File: src/rtl/iob_spi_fl_seq_pkg.sv
// Shared definitions for the SPI flash operation sequencer.
// Holds the flash opcodes, the core transaction-type encodings and the request
// operation codes. It also holds the FSM state types and the step descriptor
// (opcode, nmiso, commtype) that is handed to the single-transaction issuer.
package iob_spi_fl_seq_pkg;

    localparam logic [7:0] OPC_WREN = 8'h06;
    localparam logic [7:0] OPC_READ = 8'h03;
    localparam logic [7:0] OPC_PP   = 8'h02;
    localparam logic [7:0] OPC_SE   = 8'h20;
    localparam logic [7:0] OPC_RDSR = 8'h05;

    localparam int SR_WIP = 0;

    typedef enum logic [2:0] {
        CMD_ONLY    = 3'd0,
        CMD_RD      = 3'd1,
        CMD_ADDR    = 3'd2,
        CMD_ADDR_WR = 3'd3,
        CMD_ADDR_RD = 3'd4
    } commtype_t;

    typedef enum logic [1:0] {
        REQ_READ    = 2'd0,
        REQ_PROGRAM = 2'd1,
        REQ_ERASE   = 2'd2,
        REQ_STATUS  = 2'd3
    } req_op_t;

    typedef enum logic [2:0] {
        S_IDLE, S_WREN, S_MAIN, S_POLL, S_GAP, S_RESP
    } seq_state_t;

    typedef enum logic [1:0] {
        X_IDLE, X_ISSUE, X_WAIT
    } xfer_state_t;

    typedef struct packed {
        logic [7:0] opcode;
        logic [6:0] nmiso;
        commtype_t  commtype;
    } step_t;

    localparam step_t WREN_STEP = '{opcode: OPC_WREN, nmiso: 7'd0, commtype: CMD_ONLY};
    localparam step_t RDSR_STEP = '{opcode: OPC_RDSR, nmiso: 7'd8, commtype: CMD_RD};

    // Program and erase modify the array, so they must be preceded by WREN
    // and followed by status polling.
    function automatic logic is_write_op(input req_op_t op);
        return (op == REQ_PROGRAM) || (op == REQ_ERASE);
    endfunction

    function automatic step_t main_step(input req_op_t op);
        step_t s;
        case (op)
            REQ_READ:    s = '{opcode: OPC_READ, nmiso: 7'd32, commtype: CMD_ADDR_RD};
            REQ_PROGRAM: s = '{opcode: OPC_PP,   nmiso: 7'd0,  commtype: CMD_ADDR_WR};
            REQ_ERASE:   s = '{opcode: OPC_SE,   nmiso: 7'd0,  commtype: CMD_ADDR};
            default:     s = RDSR_STEP;
        endcase
        return s;
    endfunction

endpackage

File: src/rtl/iob_spi_fl_seq_if.sv
// Bus bundle between the CPU-side request/response channel, the sequencer and
// the spi_master_fl core.
//   slave  : the sequencer's view (takes requests, drives the core inputs)
//   master : the environment's view (issues requests, models the core)
interface iob_spi_fl_seq_if #(
    parameter int ADDR_W = 24,
    parameter int DATA_W = 32
);
    logic              req_valid;
    logic              req_ready;
    logic [1:0]        req_op;
    logic [ADDR_W-1:0] req_addr;
    logic [DATA_W-1:0] req_wdata;
    logic              rsp_valid;
    logic              rsp_ready;
    logic [DATA_W-1:0] rsp_rdata;
    logic              rsp_err;
    logic [7:0]        fl_command;
    logic [6:0]        fl_nmiso_bits;
    logic [ADDR_W-1:0] fl_address;
    logic [DATA_W-1:0] fl_datain;
    logic [2:0]        fl_commtype;
    logic              fl_validflag;
    logic [DATA_W-1:0] fl_dataout;
    logic              fl_validflag_out;
    logic              fl_tready;

    modport slave (
        input  req_valid, req_op, req_addr, req_wdata, rsp_ready,
               fl_dataout, fl_validflag_out, fl_tready,
        output req_ready, rsp_valid, rsp_rdata, rsp_err,
               fl_command, fl_nmiso_bits, fl_address, fl_datain, fl_commtype, fl_validflag
    );

    modport master (
        output req_valid, req_op, req_addr, req_wdata, rsp_ready,
               fl_dataout, fl_validflag_out, fl_tready,
        input  req_ready, rsp_valid, rsp_rdata, rsp_err,
               fl_command, fl_nmiso_bits, fl_address, fl_datain, fl_commtype, fl_validflag
    );
endinterface

File: src/rtl/iob_spi_fl_seq_xfer.sv
// Single-transaction issuer for spi_master_fl.
// A start pulse latches the step fields onto the fl_* outputs. It then waits
// for fl_tready, pulses fl_validflag for one cycle, and waits for
// fl_validflag_out. done is asserted in that completion cycle with rdata =
// fl_dataout, so the caller can act on the data at the same clock edge.
// Ports: clk, rst, start/step/addr/wdata (request), idle/done/rdata (status),
//        fl_* (core side).
module iob_spi_fl_seq_xfer
    import iob_spi_fl_seq_pkg::*;
#(
    parameter int ADDR_W = 24,
    parameter int DATA_W = 32
) (
    input  logic              clk,
    input  logic              rst,
    input  logic              start,
    input  step_t             step,
    input  logic [ADDR_W-1:0] addr,
    input  logic [DATA_W-1:0] wdata,
    output logic              idle,
    output logic              done,
    output logic [DATA_W-1:0] rdata,
    output logic [7:0]        fl_command,
    output logic [6:0]        fl_nmiso_bits,
    output logic [ADDR_W-1:0] fl_address,
    output logic [DATA_W-1:0] fl_datain,
    output logic [2:0]        fl_commtype,
    output logic              fl_validflag,
    input  logic [DATA_W-1:0] fl_dataout,
    input  logic              fl_validflag_out,
    input  logic              fl_tready
);
    xfer_state_t       state_reg, state_next;
    logic              fire;
    logic [7:0]        command_reg;
    logic [6:0]        nmiso_reg;
    logic [ADDR_W-1:0] address_reg;
    logic [DATA_W-1:0] datain_reg;
    logic [2:0]        commtype_reg;
    logic              validflag_reg;

    // fire selects the cycles in which the strobe is registered. That is only
    // when the core reports idle, so the strobe lands while tready is still high.
    always_comb begin
        state_next = state_reg;
        fire       = 1'b0;
        case (state_reg)
            X_IDLE: begin
                if (start) begin
                    fire       = fl_tready;
                    state_next = fl_tready ? X_WAIT : X_ISSUE;
                end
            end
            X_ISSUE: begin
                if (fl_tready) begin
                    fire       = 1'b1;
                    state_next = X_WAIT;
                end
            end
            X_WAIT: begin
                if (fl_validflag_out) state_next = X_IDLE;
            end
            default: state_next = X_IDLE;
        endcase
    end

    always_ff @(posedge clk or posedge rst) begin
        if (rst) begin
            state_reg     <= X_IDLE;
            validflag_reg <= 1'b0;
            command_reg   <= '0;
            nmiso_reg     <= '0;
            address_reg   <= '0;
            datain_reg    <= '0;
            commtype_reg  <= '0;
        end else begin
            state_reg     <= state_next;
            validflag_reg <= fire;
            if (state_reg == X_IDLE && start) begin
                command_reg  <= step.opcode;
                nmiso_reg    <= step.nmiso;
                commtype_reg <= step.commtype;
                address_reg  <= addr;
                datain_reg   <= wdata;
            end
        end
    end

    assign idle          = (state_reg == X_IDLE);
    assign done          = (state_reg == X_WAIT) && fl_validflag_out;
    assign rdata         = fl_dataout;
    assign fl_command    = command_reg;
    assign fl_nmiso_bits = nmiso_reg;
    assign fl_address    = address_reg;
    assign fl_datain     = datain_reg;
    assign fl_commtype   = commtype_reg;
    assign fl_validflag  = validflag_reg;
endmodule

File: src/rtl/iob_spi_fl_seq.sv
// Operation sequencer in front of spi_master_fl.
// It expands one request (READ / PROGRAM / ERASE / STATUS) into the core
// command sequence. Write operations use WREN, the main command, and then
// RDSR polls spaced POLL_GAP cycles apart until WIP clears. After POLL_MAX
// polls the operation gives up and reports an error. The result is held on
// rsp_* until it is consumed.
// Ports: clk, rst (async, active-high), bus (request, response and core
// signals; see iob_spi_fl_seq_if).
module iob_spi_fl_seq
    import iob_spi_fl_seq_pkg::*;
#(
    parameter int ADDR_W   = 24,
    parameter int DATA_W   = 32,
    parameter int POLL_GAP = 64,
    parameter int POLL_MAX = 65535
) (
    input  logic              clk,
    input  logic              rst,
    iob_spi_fl_seq_if.slave   bus
);
    localparam int PCNT_W = $clog2(POLL_MAX + 1);
    localparam int GCNT_W = $clog2(POLL_GAP + 1);

    seq_state_t        state_reg, state_next;
    req_op_t           op_reg;
    logic [ADDR_W-1:0] addr_reg;
    logic [DATA_W-1:0] wdata_reg;
    logic [PCNT_W-1:0] poll_cnt_reg;
    logic [GCNT_W-1:0] gap_cnt_reg;
    logic [DATA_W-1:0] rsp_rdata_reg;
    logic              rsp_err_reg;

    step_t             step;
    logic              x_start, x_idle, x_done;
    logic [DATA_W-1:0] x_rdata;
    logic [7:0]        sr;
    logic              sr_busy;
    logic              poll_last;
    logic              gap_last;

    assign sr        = x_rdata[7:0];
    assign sr_busy   = sr[SR_WIP];
    // The poll finishing now is the POLL_MAX-th one.
    assign poll_last = (poll_cnt_reg == PCNT_W'(POLL_MAX - 1));
    assign gap_last  = (gap_cnt_reg == GCNT_W'(POLL_GAP - 1));

    always_comb begin
        state_next = state_reg;
        step       = RDSR_STEP;
        case (state_reg)
            S_IDLE: begin
                if (bus.req_valid)
                    state_next = is_write_op(req_op_t'(bus.req_op)) ? S_WREN : S_MAIN;
            end
            S_WREN: begin
                step = WREN_STEP;
                if (x_done) state_next = S_MAIN;
            end
            S_MAIN: begin
                step = main_step(op_reg);
                if (x_done) state_next = is_write_op(op_reg) ? S_POLL : S_RESP;
            end
            S_POLL: begin
                if (x_done) state_next = (!sr_busy || poll_last) ? S_RESP : S_GAP;
            end
            S_GAP: begin
                if (gap_last) state_next = S_POLL;
            end
            S_RESP: begin
                if (bus.rsp_ready) state_next = S_IDLE;
            end
            default: state_next = S_IDLE;
        endcase
    end

    // Each step state launches the issuer once: on completion the state always
    // advances, so an idle issuer inside a step state means "not yet started".
    assign x_start = (state_reg == S_WREN || state_reg == S_MAIN || state_reg == S_POLL) && x_idle;

    always_ff @(posedge clk or posedge rst) begin
        if (rst) begin
            state_reg     <= S_IDLE;
            op_reg        <= REQ_READ;
            addr_reg      <= '0;
            wdata_reg     <= '0;
            poll_cnt_reg  <= '0;
            gap_cnt_reg   <= '0;
            rsp_rdata_reg <= '0;
            rsp_err_reg   <= 1'b0;
        end else begin
            state_reg <= state_next;
            if (state_reg == S_IDLE && bus.req_valid) begin
                op_reg       <= req_op_t'(bus.req_op);
                addr_reg     <= bus.req_addr;
                wdata_reg    <= bus.req_wdata;
                poll_cnt_reg <= '0;
            end
            if (state_reg == S_POLL && x_done && poll_cnt_reg != PCNT_W'(POLL_MAX))
                poll_cnt_reg <= poll_cnt_reg + 1'b1;
            gap_cnt_reg <= (state_reg == S_GAP) ? gap_cnt_reg + 1'b1 : '0;
            // Response payload is captured on the edge that enters RESP.
            if (state_reg == S_MAIN && x_done && op_reg == REQ_READ) begin
                rsp_rdata_reg <= x_rdata;
                rsp_err_reg   <= 1'b0;
            end
            if (state_reg == S_MAIN && x_done && op_reg == REQ_STATUS) begin
                rsp_rdata_reg <= {{(DATA_W-8){1'b0}}, sr};
                rsp_err_reg   <= 1'b0;
            end
            if (state_reg == S_POLL && x_done && !sr_busy) begin
                rsp_rdata_reg <= '0;
                rsp_err_reg   <= 1'b0;
            end
            if (state_reg == S_POLL && x_done && sr_busy && poll_last) begin
                rsp_rdata_reg <= {{(DATA_W-8){1'b0}}, sr};
                rsp_err_reg   <= 1'b1;
            end
        end
    end

    assign bus.req_ready = (state_reg == S_IDLE);
    assign bus.rsp_valid = (state_reg == S_RESP);
    assign bus.rsp_rdata = rsp_rdata_reg;
    assign bus.rsp_err   = rsp_err_reg;

    iob_spi_fl_seq_xfer #(
        .ADDR_W(ADDR_W),
        .DATA_W(DATA_W)
    ) u_xfer (
        .clk              (clk),
        .rst              (rst),
        .start            (x_start),
        .step             (step),
        .addr             (addr_reg),
        .wdata            (wdata_reg),
        .idle             (x_idle),
        .done             (x_done),
        .rdata            (x_rdata),
        .fl_command       (bus.fl_command),
        .fl_nmiso_bits    (bus.fl_nmiso_bits),
        .fl_address       (bus.fl_address),
        .fl_datain        (bus.fl_datain),
        .fl_commtype      (bus.fl_commtype),
        .fl_validflag     (bus.fl_validflag),
        .fl_dataout       (bus.fl_dataout),
        .fl_validflag_out (bus.fl_validflag_out),
        .fl_tready        (bus.fl_tready)
    );
endmodule

File: src/flat_wrapper.sv
// flat-port wrapper written by rule: the top's interface ports become plain ports
module iob_spi_fl_seq_flat import iob_spi_fl_seq_pkg::*;
#(
    parameter int ADDR_W   = 24,
    parameter int DATA_W   = 32,
    parameter int POLL_GAP = 64,
    parameter int POLL_MAX = 65535
)
  (clk, rst, bus_req_valid, bus_req_op, bus_req_addr, bus_req_wdata, bus_rsp_ready, bus_fl_dataout, bus_fl_validflag_out, bus_fl_tready, bus_req_ready, bus_rsp_valid, bus_rsp_rdata, bus_rsp_err, bus_fl_command, bus_fl_nmiso_bits, bus_fl_address, bus_fl_datain, bus_fl_commtype, bus_fl_validflag);
  iob_spi_fl_seq_if #(.ADDR_W(ADDR_W), .DATA_W(DATA_W)) bus_i ();
  input  logic clk;
  input  logic rst;
  input wire logic [$bits(bus_i.req_valid)-1:0] bus_req_valid;
  input wire logic [$bits(bus_i.req_op)-1:0] bus_req_op;
  input wire logic [$bits(bus_i.req_addr)-1:0] bus_req_addr;
  input wire logic [$bits(bus_i.req_wdata)-1:0] bus_req_wdata;
  input wire logic [$bits(bus_i.rsp_ready)-1:0] bus_rsp_ready;
  input wire logic [$bits(bus_i.fl_dataout)-1:0] bus_fl_dataout;
  input wire logic [$bits(bus_i.fl_validflag_out)-1:0] bus_fl_validflag_out;
  input wire logic [$bits(bus_i.fl_tready)-1:0] bus_fl_tready;
  output wire logic [$bits(bus_i.req_ready)-1:0] bus_req_ready;
  output wire logic [$bits(bus_i.rsp_valid)-1:0] bus_rsp_valid;
  output wire logic [$bits(bus_i.rsp_rdata)-1:0] bus_rsp_rdata;
  output wire logic [$bits(bus_i.rsp_err)-1:0] bus_rsp_err;
  output wire logic [$bits(bus_i.fl_command)-1:0] bus_fl_command;
  output wire logic [$bits(bus_i.fl_nmiso_bits)-1:0] bus_fl_nmiso_bits;
  output wire logic [$bits(bus_i.fl_address)-1:0] bus_fl_address;
  output wire logic [$bits(bus_i.fl_datain)-1:0] bus_fl_datain;
  output wire logic [$bits(bus_i.fl_commtype)-1:0] bus_fl_commtype;
  output wire logic [$bits(bus_i.fl_validflag)-1:0] bus_fl_validflag;
  assign bus_i.req_valid = bus_req_valid;
  assign bus_i.req_op = bus_req_op;
  assign bus_i.req_addr = bus_req_addr;
  assign bus_i.req_wdata = bus_req_wdata;
  assign bus_i.rsp_ready = bus_rsp_ready;
  assign bus_i.fl_dataout = bus_fl_dataout;
  assign bus_i.fl_validflag_out = bus_fl_validflag_out;
  assign bus_i.fl_tready = bus_fl_tready;
  assign bus_req_ready = bus_i.req_ready;
  assign bus_rsp_valid = bus_i.rsp_valid;
  assign bus_rsp_rdata = bus_i.rsp_rdata;
  assign bus_rsp_err = bus_i.rsp_err;
  assign bus_fl_command = bus_i.fl_command;
  assign bus_fl_nmiso_bits = bus_i.fl_nmiso_bits;
  assign bus_fl_address = bus_i.fl_address;
  assign bus_fl_datain = bus_i.fl_datain;
  assign bus_fl_commtype = bus_i.fl_commtype;
  assign bus_fl_validflag = bus_i.fl_validflag;
  iob_spi_fl_seq #(.ADDR_W(ADDR_W), .DATA_W(DATA_W), .POLL_GAP(POLL_GAP), .POLL_MAX(POLL_MAX)) u_core (.clk(clk), .rst(rst), .bus(bus_i));
endmodule
File: config.mk
export PLATFORM = sky130hd
export DESIGN_NAME = iob_spi_fl_seq_flat
export DESIGN_NICKNAME = d
export VERILOG_FILES = /design/src/rtl/iob_spi_fl_seq_pkg.sv /design/src/rtl/iob_spi_fl_seq_if.sv /design/src/rtl/iob_spi_fl_seq_xfer.sv /design/src/rtl/iob_spi_fl_seq.sv /design/src/flat_wrapper.sv
export SDC_FILE = /design/constraint.sdc
export NUM_CORES = 1
export LEC_CHECK = 0
export CORE_AREA = 2 2 102 128
export DETAILED_ROUTE_END_ITERATION = 16
export DIE_AREA = 0 0 104 130
export DONT_BUFFER_PORTS = 1
export PLACE_DENSITY = 0.8
export SLEW_MARGIN = 40
export SYNTH_ARGS = -nofsm -noshare
export SYNTH_HDL_FRONTEND = slang
export SYNTH_SLANG_ARGS = --single-unit
File: constraint.sdc
create_clock -name clk -period 7.3 [get_ports clk]
set_input_delay 0.73 -clock clk [delete_from_list [all_inputs] [get_ports clk]]
set_output_delay 0.73 -clock clk [all_outputs]
set_load 0.005 [all_outputs]
Word level (Yosys, flattened, before mapping)
Index checks and enable logic that the tools add are counted.

word-level totals
  register bits after elaboration = 194

cells by class
  add/sub/neg operators = 2
  eq/ne operators = 24
  mux-type cells = 31
  reduce and logical (&&, ||, !) cells = 25

operators by type and width
  cell                     number
  $mux W32                 4
  $pmux W16 S3             1
  $pmux W18 S2             1
  $mux W16                 2
  $mux W3                  7
  $pmux W3 S6              1
  $add A16 B1 Y16 const B  1
  $eq A16 B16 Y1 const B   1
  $ne A16 B16 Y1 const B   1
  $logic_and A1 B1 Y1      12
  $mux W2                  5
  $ne A2 B2 Y1 const B     5
  $eq A2 B2 Y1 const B     4
  $ne A2 B1 Y1 const B     4
  $add A7 B1 Y7 const B    1
  $eq A7 B6 Y1 const B     1
  $mux W1                  7
  $mux W7                  1
  $eq A2 B1 Y1 const B     3
  $eq A3 B2 Y1 const B     2
  $eq A3 B3 Y1 const B     2
  $pmux W2 S3              1
  $reduce_and A6 Y1        1
  $logic_or A1 B1 Y1       5
  8 further kinds          9

Longest topological paths before layout
  depth after elaboration = 8
  gate-level depth with buffers = 8

By module
A second synthesis with hierarchy kept.

unflattened totals
  cells, all modules = 727
  area total of the unflattened synthesis = 8,276.7 sq um

modules (own cells, without submodules)
  module               instances  cells each  area each (sq um)
  iob_spi_fl_seq       1          525         5,138.7
  iob_spi_fl_seq_xfer  1          202         3,138.0

Least setup slack after synthesis
OpenSTA, ideal clock, no wires.

  path kind = in2reg
  start = input bus_fl_validflag_out
  end = register u_core.poll_cnt_reg[4]
  arrival = 2.024 ns
  required time = 7.222 ns
  slack = 5.198 ns
  stages on the path = 5
  cells stage by stage = nand3b_1 -> or3_1 -> clkbuf_1 -> or4_1 -> a21oi_1

between the ends
  longest elaborated chain between the ends = 4

ends and longest elaborated chain
  element                                         line                       text
  start, declared                                 flat_wrapper.sv:19         input wire logic [$bits(bus_i.fl_validflag_out)-1:0] bus_fl_validflag_out;
  $logic_and A1 B1 Y1 *                           iob_spi_fl_seq_xfer.sv:90  assign done = (state_reg == X_WAIT) && fl_validflag_out;
  $logic_and A1 B1 Y1 * (2 in a row)              iob_spi_fl_seq.sv:98       if (state_reg == S_POLL && x_done && poll_cnt_reg != PCNT_W'(POLL_MAX))
  $mux W16 or $reduce_bool A2 Y1 (tied branches)  n/a
  end signal, assigned                            iob_spi_fl_seq.sv:99       poll_cnt_reg <= poll_cnt_reg + 1'b1;
  end, declared                                   iob_spi_fl_seq.sv:28       logic [PCNT_W-1:0] poll_cnt_reg;

Every way passes the cells marked *; elsewhere a longest branch is shown, timed or not.
A chain may end at the register's enable or synchronous reset.

Final worst setup path
  start = register u_core.state_reg[0]
  end = register u_core.u_xfer.datain_reg[22], in the netlist u_core.u_xfer.fl_datain[22]

between the ends
  longest elaborated chain between the ends = 5

ends and longest elaborated chain
  element                                       line                       text
  start, declared                               iob_spi_fl_seq.sv:24       seq_state_t state_reg, state_next;
  start signal, assigned                        iob_spi_fl_seq.sv:91       state_reg <= state_next;
  $eq A3 B1 Y1 or $eq A3 B2 Y1 (tied branches)  iob_spi_fl_seq.sv:78       assign x_start = (state_reg == S_WREN || state_reg == S_MAIN || state_reg == S_POLL) && x_idle;
  $logic_or A1 B1 Y1                            iob_spi_fl_seq.sv:78
  $logic_or A1 B1 Y1 *                          iob_spi_fl_seq.sv:78
  $logic_and A1 B1 Y1 *                         iob_spi_fl_seq.sv:78
  $logic_and A1 B1 Y1 *                         iob_spi_fl_seq_xfer.sv:79  if (state_reg == X_IDLE && start) begin
  end signal, assigned                          iob_spi_fl_seq_xfer.sv:84  datain_reg <= wdata;
  end, declared                                 iob_spi_fl_seq_xfer.sv:38  logic [DATA_W-1:0] datain_reg;

Marked as above.

==> metrics.txt <==
Initial DRC Count=299; core area=approximately 12000 um2; Nets=~770; largest net degree at the start of global routing=125; num rows=46; Pwr Density=429 nW/um2; Die ar.=13500 um2; remaining antenna violation count=0; number of global-route vias before repair=4810; clock sink total=184; number of remaining DRC errors=0; vias post-DR=4872; Setup crit start kind=flop; IO Port Bufs=0; Syn-to-layout area delta=9.24%; CTS Buf Count=17; clk_skew=~8.5 ps; Syn. warnings=0; CTS max path bufs=2; Slew HR=0.499; CP max stage cell=or4_2; r2r worst-path depth=4; Worst EP required=7600 ps; Synth area leaders=dfrtp_1, nand2_1, mux2_2; Stages on worst setup path=4; Pleak=3.99 nW; Top delay family on crit path=simple AND/OR/NAND/NOR gates; Final Slew Violations=0; per-cell routed wire length=approximately 18 um; RSZ-0062 raised after global routing=no; share of layout cells above drive strength 1=0.154; vias per cell=5.77; Mapped Cells=676; register area share after synthesis=0.605; Clock Latency Late Sink=420 ps; Yosys cell types=55; reg-to-reg endpoint=u_core.u_xfer.fl_datain[22]; Post-synth EDFFs=0; Post-synth top cells=nand2_1, dfrtp_1, mux2_2; worst vdd ir=0.228 mV; gp weighted congestion=around 0.92; Die X=104 um; IO Count=about 200; post-CTS sizing=0; diode count=0; Seq. cell area=4600 um2; max-cap violation count=0; GRT Overall Usage=0.230; Tcrit/Tclk final=0.390; CP Class=reg2reg; Clock Root Buffer=clkbuf_16; Initial Utilization=0.612; CTS HTree Levels=4; first-pass GRT wire length=24800 um; drt pass-1 iters=5; Buf/Inv on CP=1; die height=130 um; Crit path largest cell delay=a little under 900 ps; CTS tree=done; final hold vios=0; worst slew pin tran=751 ps; Worst-path clk slew=70 ps; crit path from=u_core.state_reg[0]; fraction of registers with async set/reset=1.00; Worst setup EP type=flop; syn avg cell area=11.3 um2; grt total ovfl=0; crit-path cells=nor2_1, or4_2, buf_4, mux2_2; Hold/Removal Path Class=in2async; top-area cell type share of the netlist area=0.605; most frequent cell after synthesis=nand2_1; Reg2Reg Setup Slack=4460 ps; Reg-to-Reg Start=u_core.state_reg[0]; Seq cells post-synth=184; fillers=between 900 and 1000; initial antenna violation count=0; Mapped Area=7610 um2; post-layout minimum cycle time=2840 ps; status=finished clean; Worst Path Max Fanout=48; final wirelength=15300 um; placed wire-length estimate=slightly above 10000 um; Post CTS Setup Buffer Count=0; highest clock rate=roughly 0.35 GHz; final total power=0.00357 W; Setup violations, final=0; top_reg_cell synth=dfrtp_1; cell taking the most area after synthesis=dfrtp_1; setup TNS after final layout=0 ps; CP arrival=3150 ps; area of the multi-input gates=between 2000 and 3000 um2; # hold bufs at CTS=0
[worst max-delay path by stage]
stage	end	slack, ps
after global routing	u_core.u_xfer.fl_datain[22]	4290
after detailed placement	u_core.u_xfer.fl_datain[22]	4510
after floorplan	u_core.addr_reg[0]	1570
after CTS	u_core.u_xfer.fl_datain[9]	4480
after global placement	u_core.u_xfer.fl_datain[27]	4610
final	u_core.u_xfer.fl_datain[22]	4460
[metal layers]
layer,vias up,track usage,wire length (um)
met5,-,0,0
met4,0,0.0859,230
met3,18,0.0764,1170
met2,162,0.380,7750
met1,2415,0.288,6170
li1,2277,-,-
[area by class of cell]
cell class                 count  area share
sequential                   184       0.554
tap                          168      0.0253
clock buffer                  19      0.0533
inverter                      11     0.00647
multi-input combinational    445       0.334
timing repair buffer           4     0.00512
clock inverter                13      0.0221
[layout by cell type (no fill, tap or decap), types with 3 or more instances in the layout]
cell type / n
nand2_1: 204
dfrtp_1: 184
mux2_2: 56
a22o_1: 31
clkbuf_16: 17
nor2_1: 12
nand3_1: 12
mux2i_1: 11
o21ai_0: 11
nor3_1: 10
inv_1: 10
a21oi_1: 10
ha_1: 9
conb_1: 9
nor4_1: 6
nand4_1: 4
or3_1: 4
or4_1: 4
nand2b_1: 4
inv_6: 4
nand3b_1: 3
o31ai_1: 3
xor2_1: 3
inv_8: 3
bufinv_16: 3
buf_4: 3
[report_power, final]
group	internal (W)	total, W	switching (W)
Combinational	0.000423	0.000887	0.000464
Clock	0.000561	0.000964	0.000403
Sequential	0.00141	0.00171	0.000309
[cells by family after synthesis]
logic type	after synthesis	synth area share
AO/OA/AOI/OAI	75	0.0773
XOR/XNOR	4	0.00461
adder cells (fa/ha/maj)	9	0.0148
buffers and inverters	55	0.0370
flip-flops	184	0.605
multiplexers	67	0.0974
other	1	0.000493
AND/OR/NAND/NOR	281	0.163
[per-stage QoR]
step                      instances  worst slack [ps]  hold slack [ps]  utilization  instance area, um2
after floorplan                 684              1570              442            -                7640
after global placement          811              4610              454        0.614                7640
after detailed placement        811              4510              458        0.615                7640
after CTS                       843              4480              357        0.665                8270
after global routing            844              4290              299        0.668                8310
final                           844              4460              233        0.668                8310
(Power assumes the default switching activity.)
